===== config.mk =====
export PLATFORM = sky130hd
export DESIGN_NAME = otter_intr_ctrl_flat
export DESIGN_NICKNAME = d
export VERILOG_FILES = /design/src/rtl/otter_intc_pkg.sv /design/src/rtl/otter_intr_ctrl_if.sv /design/src/rtl/otter_intc_sync.sv /design/src/rtl/otter_intr_ctrl.sv /design/src/flat_wrapper.sv
export SDC_FILE = /design/constraint.sdc
export NUM_CORES = 1
export LEC_CHECK = 0
export CELL_PAD_IN_SITES_DETAIL_PLACEMENT = 1
export CELL_PAD_IN_SITES_GLOBAL_PLACEMENT = 2
export CORE_AREA = 2 2 114 105
export CTS_CLUSTER_DIAMETER = 60
export CTS_CLUSTER_SIZE = 20
export DETAILED_ROUTE_END_ITERATION = 10
export DIE_AREA = 0 0 116 107
export HOLD_SLACK_MARGIN = 0.05
export PLACE_DENSITY = 0.9
export SYNTH_ARGS = -nofsm -noshare
export SYNTH_HDL_FRONTEND = slang
export SYNTH_SLANG_ARGS = --single-unit

===== constraint.sdc =====
create_clock -name CLK -period 2.1 [get_ports CLK]
set_input_delay 0.315 -clock CLK [delete_from_list [all_inputs] [get_ports CLK]]
set_output_delay 0.315 -clock CLK [all_outputs]
set_load 0.03 [all_outputs]

===== src/rtl/otter_intc_pkg.sv =====
// Shared types and register map for the OTTER multi-channel interrupt controller.
package otter_intc_pkg;

    typedef enum logic [1:0] {
        IDLE    = 2'd0,
        ASSERT  = 2'd1,
        SERVICE = 2'd2
    } intc_state_e;

    localparam int ID_W     = 6;
    localparam int LATCNT_W = 16;

    localparam logic [4:0] OFF_PENDING = 5'h00;
    localparam logic [4:0] OFF_ENABLE  = 5'h04;
    localparam logic [4:0] OFF_MODE    = 5'h08;
    localparam logic [4:0] OFF_ACTIVE  = 5'h0C;
    localparam logic [4:0] OFF_EOI     = 5'h10;
    localparam logic [4:0] OFF_LATCNT  = 5'h14;

    // The block owns a 32-byte window; only the upper address bits select it.
    function automatic logic addr_hits(input logic [31:0] addr, input logic [31:0] base);
        return addr[31:5] == base[31:5];
    endfunction

endpackage


===== src/rtl/otter_intr_ctrl_if.sv =====
// MMIO bus between the OTTER CPU (master) and the interrupt controller (slave).
interface otter_intr_ctrl_if;
    logic [31:0] IOBUS_ADDR;
    logic [31:0] IOBUS_OUT;
    logic        IOBUS_WR;
    logic [31:0] RD_DATA;

    modport master (
        output IOBUS_ADDR,
        output IOBUS_OUT,
        output IOBUS_WR,
        input  RD_DATA
    );

    modport slave (
        input  IOBUS_ADDR,
        input  IOBUS_OUT,
        input  IOBUS_WR,
        output RD_DATA
    );
endinterface


===== src/rtl/otter_intc_sync.sv =====
// Per-line input synchroniser with rising-edge detect. level_o/rise_o describe the value
// about to enter the last stage, so a register fed from them tracks the synchronised line.
module otter_intc_sync #(
    parameter int STAGES = 2
) (
    input  logic clk,
    input  logic rst,
    input  logic d_i,
    output logic level_o,
    output logic rise_o
);

    logic [STAGES-1:0] sync_q;

    always_ff @(posedge clk or posedge rst) begin
        if (rst) begin
            sync_q <= '0;
        end else begin
            sync_q <= {sync_q[STAGES-2:0], d_i};
        end
    end

    assign level_o = sync_q[STAGES-2];
    assign rise_o  = sync_q[STAGES-2] & ~sync_q[STAGES-1];

endmodule


===== src/rtl/otter_intr_ctrl.sv =====
// OTTER interrupt controller: N_CH synchronised requests, enable/mode masks, lowest-index
// priority, single in-service tracking with EOI. Define INTC_LATCNT_EN for the ack-latency counter.
module otter_intr_ctrl
    import otter_intc_pkg::*;
#(
    parameter int          N_CH        = 8,
    parameter logic [31:0] BASE_ADDR   = 32'h1100_0100,
    parameter int          SYNC_STAGES = 2
) (
    input  logic             CLK,
    input  logic             RESET,
    input  logic [N_CH-1:0]  IRQ_IN,
    otter_intr_ctrl_if.slave bus,
    input  logic             INT_ACK,
    output logic             INTR,
    output logic [ID_W-1:0]  ACTIVE_ID
);

    logic [N_CH-1:0] irq_level;
    logic [N_CH-1:0] irq_rise;

    genvar gi;
    generate
        for (gi = 0; gi < N_CH; gi++) begin : g_sync
            otter_intc_sync #(.STAGES(SYNC_STAGES)) u_sync (
                .clk     (CLK),
                .rst     (RESET),
                .d_i     (IRQ_IN[gi]),
                .level_o (irq_level[gi]),
                .rise_o  (irq_rise[gi])
            );
        end
    endgenerate

    logic            hit;
    logic [4:0]      offset;
    logic            wr_en;
    logic            wr_pending, wr_enable, wr_mode, wr_eoi;
    logic [N_CH-1:0] wdata;
    logic            unused_wdata;

    assign hit          = addr_hits(bus.IOBUS_ADDR, BASE_ADDR);
    assign offset       = bus.IOBUS_ADDR[4:0];
    assign wr_en        = bus.IOBUS_WR & hit;
    assign wr_pending   = wr_en && (offset == OFF_PENDING);
    assign wr_enable    = wr_en && (offset == OFF_ENABLE);
    assign wr_mode      = wr_en && (offset == OFF_MODE);
    assign wr_eoi       = wr_en && (offset == OFF_EOI);
    assign wdata        = bus.IOBUS_OUT[N_CH-1:0];
    assign unused_wdata = ^bus.IOBUS_OUT;

    logic [N_CH-1:0] pending_q, pending_d;
    logic [N_CH-1:0] enable_q, enable_d;
    logic [N_CH-1:0] mode_q, mode_d;
    logic [N_CH-1:0] grant_q, grant_d;
    logic [ID_W-1:0] id_q, id_d;
    logic [ID_W-1:0] active_q, active_d;
    intc_state_e     state_q, state_d;

    logic [N_CH-1:0] w1c;
    logic [N_CH-1:0] ack_clr;

    assign w1c      = wr_pending ? wdata : '0;
    assign enable_d = wr_enable ? wdata : enable_q;
    assign mode_d   = wr_mode ? wdata : mode_q;

    // Edge channels: a new edge beats any clear landing in the same cycle.
    // Level channels simply follow the synchronised line.
    generate
        for (gi = 0; gi < N_CH; gi++) begin : g_pend
            assign pending_d[gi] = mode_q[gi]
                ? (irq_rise[gi] | (pending_q[gi] & ~(w1c[gi] | ack_clr[gi])))
                : irq_level[gi];
        end
    endgenerate

    logic [N_CH-1:0] req;
    logic            win_valid;
    logic [N_CH-1:0] win_oh;
    logic [ID_W-1:0] win_id;

    assign req       = pending_q & enable_q;
    assign win_valid = |req;

    always_comb begin
        win_oh = '0;
        win_id = '0;
        for (int i = N_CH - 1; i >= 0; i--) begin
            if (req[i]) begin
                win_oh    = '0;
                win_oh[i] = 1'b1;
                win_id    = ID_W'(i);
            end
        end
    end

    logic grant_live;
    assign grant_live = |(grant_q & pending_q & enable_q);

    always_comb begin
        state_d  = state_q;
        grant_d  = grant_q;
        id_d     = id_q;
        active_d = active_q;
        ack_clr  = '0;
        case (state_q)
            IDLE: begin
                if (win_valid) begin
                    state_d = ASSERT;
                    grant_d = win_oh;
                    id_d    = win_id;
                end
            end
            ASSERT: begin
                // A request withdrawn before the CPU takes it must not enter service.
                if (!grant_live) begin
                    state_d = IDLE;
                end else if (INT_ACK) begin
                    state_d  = SERVICE;
                    active_d = id_q + ID_W'(1);
                    ack_clr  = grant_q & mode_q;
                end
            end
            SERVICE: begin
                if (wr_eoi) begin
                    state_d  = IDLE;
                    active_d = '0;
                end
            end
            default: state_d = IDLE;
        endcase
    end

    always_ff @(posedge CLK or posedge RESET) begin
        if (RESET) begin
            pending_q <= '0;
            enable_q  <= '0;
            mode_q    <= '0;
            grant_q   <= '0;
            id_q      <= '0;
            active_q  <= '0;
            state_q   <= IDLE;
        end else begin
            pending_q <= pending_d;
            enable_q  <= enable_d;
            mode_q    <= mode_d;
            grant_q   <= grant_d;
            id_q      <= id_d;
            active_q  <= active_d;
            state_q   <= state_d;
        end
    end

    assign INTR      = (state_q == ASSERT) && grant_live;
    assign ACTIVE_ID = active_q;

    logic [31:0] latcnt_rd;

`ifdef INTC_LATCNT_EN
    logic [LATCNT_W-1:0] latcnt_q, latcnt_d;

    always_comb begin
        latcnt_d = latcnt_q;
        if (state_q != ASSERT && state_d == ASSERT) begin
            latcnt_d = '0;
        end else if (state_q == ASSERT && !INT_ACK && latcnt_q != '1) begin
            latcnt_d = latcnt_q + LATCNT_W'(1);
        end
    end

    always_ff @(posedge CLK or posedge RESET) begin
        if (RESET) begin
            latcnt_q <= '0;
        end else begin
            latcnt_q <= latcnt_d;
        end
    end

    assign latcnt_rd = 32'(latcnt_q);
`else
    assign latcnt_rd = '0;
`endif

    logic [31:0] rd_data;

    always_comb begin
        rd_data = '0;
        if (hit) begin
            case (offset)
                OFF_PENDING: rd_data = 32'(pending_q);
                OFF_ENABLE:  rd_data = 32'(enable_q);
                OFF_MODE:    rd_data = 32'(mode_q);
                OFF_ACTIVE:  rd_data = 32'(active_q);
                OFF_LATCNT:  rd_data = latcnt_rd;
                default:     rd_data = '0;
            endcase
        end
    end

    assign bus.RD_DATA = rd_data;

endmodule


===== src/flat_wrapper.sv =====
// flat-port wrapper written by rule: the top's interface ports become plain ports
module otter_intr_ctrl_flat import otter_intc_pkg::*;
#(
    parameter int          N_CH        = 8,
    parameter logic [31:0] BASE_ADDR   = 32'h1100_0100,
    parameter int          SYNC_STAGES = 2
)
  (CLK, RESET, IRQ_IN, INT_ACK, INTR, ACTIVE_ID, bus_IOBUS_ADDR, bus_IOBUS_OUT, bus_IOBUS_WR, bus_RD_DATA);
  otter_intr_ctrl_if bus_i ();
  input  logic CLK;
  input  logic RESET;
  input  logic [N_CH-1:0] IRQ_IN;
  input  logic INT_ACK;
  output logic INTR;
  output logic [ID_W-1:0] ACTIVE_ID;
  input wire logic [$bits(bus_i.IOBUS_ADDR)-1:0] bus_IOBUS_ADDR;
  input wire logic [$bits(bus_i.IOBUS_OUT)-1:0] bus_IOBUS_OUT;
  input wire logic [$bits(bus_i.IOBUS_WR)-1:0] bus_IOBUS_WR;
  output wire logic [$bits(bus_i.RD_DATA)-1:0] bus_RD_DATA;
  assign bus_i.IOBUS_ADDR = bus_IOBUS_ADDR;
  assign bus_i.IOBUS_OUT = bus_IOBUS_OUT;
  assign bus_i.IOBUS_WR = bus_IOBUS_WR;
  assign bus_RD_DATA = bus_i.RD_DATA;
  otter_intr_ctrl #(.N_CH(N_CH), .BASE_ADDR(BASE_ADDR), .SYNC_STAGES(SYNC_STAGES)) u_core (.CLK(CLK), .RESET(RESET), .IRQ_IN(IRQ_IN), .bus(bus_i), .INT_ACK(INT_ACK), .INTR(INTR), .ACTIVE_ID(ACTIVE_ID));
endmodule

## Yosys cells after proc, flatten, opt, wreduce, memory -nomap -nowiden

Index checks and enable logic that the tools add are counted.
Widths: inputs -> output; s select.

| word-level totals | value |
|---|---|
| output and inout bits | 39 |
| input bits | 76 |
| register bits | 62 |

| operators by class | value |
|---|---|
| add/subtract/negate cells | 1 |
| equality and inequality tests | 12 |
| reductions and logical operators | 13 |
| multiplexer cells | 39 |
| bitwise gates (word level) | 53 |

Operator list:

| kind | number |
|---|---|
| $mux 8 | 12 |
| $and 8x8->8 | 4 |
| $mux 32 | 1 |
| $pmux 8 s4 | 1 |
| $eq 27x24->1 const B | 1 |
| $mux 3 | 8 |
| $mux 6 | 3 |
| $and 1x1->1 | 17 |
| $not 1->1 | 16 |
| $or 1x1->1 | 16 |
| $reduce_or 8->1 | 2 |
| $pmux 6 s2 | 1 |
| $eq 5x4->1 const B | 2 |
| $mux 1 | 8 |
| $mux 2 | 4 |
| $add 6x1->6 const B | 1 |
| $ne 2x1->1 const B | 3 |
| $pmux 2 s3 | 1 |
| $eq 5x3->1 const B | 1 |
| $eq 5x5->1 const B | 1 |
| $logic_and 1x1->1 | 5 |
| $logic_not 5->1 | 1 |
| $reduce_and 4->1 | 1 |
| $ne 3x3->1 const B | 1 |
| 7 further kinds | 7 |

## Depth between registers and ports, before layout

| depth | value |
|---|---|
| word-level depth | 10 |
| depth in mapped cells | 6 |
| depth with buffers taken out | 5 |

## Modules after synthesis

A second synthesis with hierarchy kept.

| second synthesis, totals | value |
|---|---|
| cells, all modules | 281 |
| area total of the unflattened synthesis | 3084.2 um2 |

Modules (own cells, without submodules):

| module | times used | area an instance (um2) | cells an instance |
|---|---|---|---|
| otter_intr_ctrl | 1 | 2543.7 | 249 |
| otter_intc_sync | 8 | 67.6 | 4 |

## Worst setup path after synthesis

Ideal clock, no wire load.

| path | value |
|---|---|
| kind | input port to output port |
| start | input port bus_IOBUS_ADDR[10] |
| end | output port bus_RD_DATA[4] |
| stages on the path | 5 |
| setup slack | 17 ps |
| data arrival time | 1768 ps |
| required time | 1785 ps |
| path buffers | 1 |
| cell sequence | nor4b_2 nand4_2 or3_1 buf_6 nor2_1 |

| on the way | value |
|---|---|
| word-level cells in the longest chain between the ends | 2 |

RTL lines:

| element | line | RTL |
|---|---|---|
| start, declared | flat_wrapper.sv:16 | `input wire logic [$bits(bus_i.IOBUS_ADDR)-1:0] bus_IOBUS_ADDR;` |
| $eq 27x24->1 | otter_intc_pkg.sv:22 | `return addr[31:5] == base[31:5];` |
| $mux 32 | otter_intr_ctrl.sv:188 | `if (hit) begin` |
| end, declared | flat_wrapper.sv:19 | `output wire logic [$bits(bus_i.RD_DATA)-1:0] bus_RD_DATA;` |

No other way between the ends.

## Worst setup path after layout

| path | value |
|---|---|
| start | input port bus_IOBUS_ADDR[4] |
| end | output port bus_RD_DATA[0] |

| on the way | value |
|---|---|
| word-level cells in the longest chain between the ends | 3 |

RTL lines:

| element | line | RTL |
|---|---|---|
| $eq 5x4->1, or another cell as far along | otter_intr_ctrl.sv:189 | `case (offset)` |
| $pmux 8 s4 (*) | otter_intr_ctrl.sv:189 |  |
| $mux 32 (*) | otter_intr_ctrl.sv:188 |  |

Every way passes the cells marked *; elsewhere a longest branch is shown, timed or not.

==> metrics <==
Lkg Pwr 0.00198 uW; fin crit share 103%; htree depth 3; largest net degree at the start of global routing 58; Max FO, Critical Path 5; number of synthesized flops with an enable pin 0; peak supply drop 0.422 mV; DRC errors left 0; synth warn 0; die footprint 12400 um^2; total grt overflow 0; Critical Path Start bus_IOBUS_ADDR[4]; worst endpoint required time 1.78 ns; DP Cell Count 507; Final Hold Viols 0; first-pass GRT wire length 14000 um; failing checks negative setup slack; Yosys reg bits 57; initial antenna violation count 0; maximum clock frequency 0.462 GHz; commonest non-fill, non-tap cell in the layout dfrtp_1; vias in the first global route 2643; ANT cells 0; I/O Buffers 64; Avg Cell Area, Syn 11.1 um^2; Die Y 107 um; WP data arrival 1.85 ns; worst min path class input port to async pin; Ports 115; R2R cell count 6; Starting Density 26.7%; vias per inst 4.60; Global Route Usage Sum 15.0%; initial DRC count 51; status finished with violations; area grow syn2layout 44.8%; critical path class input port to output pin; row count 37; most frequent cells in the layout dfrtp_1 (57), nand2_1 (44), conb_1 (26), buf_4 (26), clkdlybuf4s50_1 (23); Final Core Density 38.6%; synth unique cells 45; Mapped Area 2990 um^2; PwrDens 687 nW/um^2; WL final 8760 um; Longest Clk Path Bufs 2; Max Cap Viol 0; Clock Skews 0.00653 ns; worst setup margin -0.0627 ns; CTS Buf Count 9; nets 445; dpl hpwl 6400 um; endpoints failing setup 7; Most used DFF post-synth dfrtp_1; total number of vias 2430; remaining antenna violation count after routing 0; clock net sink count 57; clock root buffer clkbuf_16; placer congestion estimate 0.775; DRT Pass-1 Iters 4; Cells after Synth 269; clock insertion delay at the later pin of the skew report 0.33 ns; unrepaired setup endpoints after global routing true; layout cells sized above 1 32.5%; CP Capture Point bus_RD_DATA[0]; RR Startpoint u_core.pending_q[4]; r2r setup slk 0.09 ns; Post-Layout Cell Count 528; hold_buf cts 0; CP Capture Type output pin; Core Region 11200 um^2; Crit Reg-Reg Endpoint u_core.pending_q[5]; CTS tree yes; ys async rst share 100%; drt wl/cell 16.6 um; Startpoint Class input port; Final min period 2.16 ns; CTS clk-pin slew, worst paths 0.05 ns; Die X 116 um; sequential area share after synthesis 47.7%; Slew Limit Fails 0
## critical path: stages
cell,delay [ns]
clkdlybuf4s15_1,0.19
or3_1,0.37
or3_4,0.42
buf_6,0.15
and2b_2,0.26
buf_12,0.13
## worst min-delay path by stage
stage / startpoint / end / slack [ns] / cells after the start
final: RESET / u_core.g_sync[1].u_sync.sync_q[0] / 0.36 / 3
after global routing: RESET / u_core.id_q[0] / 0.39 / 3
after CTS: RESET / u_core.ACTIVE_ID[0] / 0.37 / 3
after detailed placement: u_core.g_sync[2].u_sync.sync_q[0] / u_core.g_sync[2].u_sync.sync_q[1] / 0.37 / 0
after global placement: u_core.g_sync[0].u_sync.sync_q[0] / u_core.g_sync[0].u_sync.sync_q[1] / 0.36 / 0
after floorplan: IRQ_IN[0] / u_core.g_sync[0].u_sync.sync_q[0] / 0.35 / 0
## area by class of cell
cell class / count / area, um^2
clock inverters: 5 / 80.1
inverters: 5 / 18.8
clock buffers: 10 / 239
well taps: 156 / 195
flip-flops and latches: 57 / 1430
multi-input cells: 201 / 1480
fillers: 1263 / 6880
repair buffers: 94 / 885
## cells in the mapped netlist (4+ instances only)
| library cell | number | area [um^2] |
|---|---|---|
| o21ai_0 | 7 | 35.0 |
| mux2_2 | 9 | 101 |
| mux4_2 | 4 | 90.1 |
| nand3_1 | 6 | 30.0 |
| nor2_1 | 12 | 45.0 |
| dfrtp_1 | 57 | 1430 |
| a22o_1 | 12 | 105 |
| inv_1 | 5 | 18.8 |
| mux2i_1 | 4 | 40.0 |
| a22oi_1 | 4 | 30.0 |
| nand2_1 | 44 | 165 |
| a21oi_1 | 18 | 90.1 |
| buf_4 | 26 | 195 |
| mux2_4 | 8 | 120 |
| and2b_2 | 4 | 35.0 |
## what timing repair did
item | in CTS | in global routing
buffers inserted | 4 | 1
resized for setup | 108 | 4
pin swaps | 12 | 2
gates cloned | 1 | 0
setup endpoints to repair | 20 | 9
endpoints found under the hold margin | 0 | 0
## metrics by stage
stage          hold slack, ns  setup TNS (ns)  worst slack (ns)  area [um^2]  power, uW
5_1_grt                 0.387          -0.466           -0.0903         4330       3060
2_1_floorplan           0.346               0            0.0170         3080       1310
3_5_place_dp            0.367          -11.44            -0.449         3970       1430
3_3_place_gp            0.361          -10.66            -0.436         3970       1420
6_report                0.356          -0.199           -0.0627         4330       2970
4_1_cts                 0.369         -0.0437           -0.0182         4300       3000
## metal layers
layer  vias to the layer above  share of wire, %  routed length, um  global-route usage (%)
met1                      1221                45               3910                    19.7
met5                         -                 0                  0                       0
met2                        78                48               4180                    24.0
met3                        12               5.9                513                    3.62
li1                       1119                 -                  -                       -
met4                         0               1.7                153                    5.27
## flip-flops by register name, summed over array words and instances (netlist names)
signal,flops
u_core.pending_q,8
u_core.enable_q,8
u_core.g_sync.u_sync.sync_q,16
u_core.state_q,2
u_core.id_q,3
u_core.mode_q,8
u_core.grant_q,8
u_core.ACTIVE_ID,4
## kinds of logic after synthesis
group | after synthesis | share of synthesized area, %
AND/OR/NAND/NOR | 96 | 19.7
buffers and inverters | 36 | 8.08
multiplexers | 25 | 11.8
XOR/XNOR | 1 | 0.293
adder cells (fa/ha/maj) | 1 | 0.419
flip-flops | 57 | 47.7
other | 1 | 0.126
AO/OA/AOI/OAI | 52 | 11.9
## power by group
| part | switching (uW) | internal, uW |
|---|---|---|
| clock network | 516 | 1060 |
| logic | 145 | 109 |
| registers | 17.4 | 1120 |
| total | 678 | 2290 |
Power figures use the tool's default switching activity.
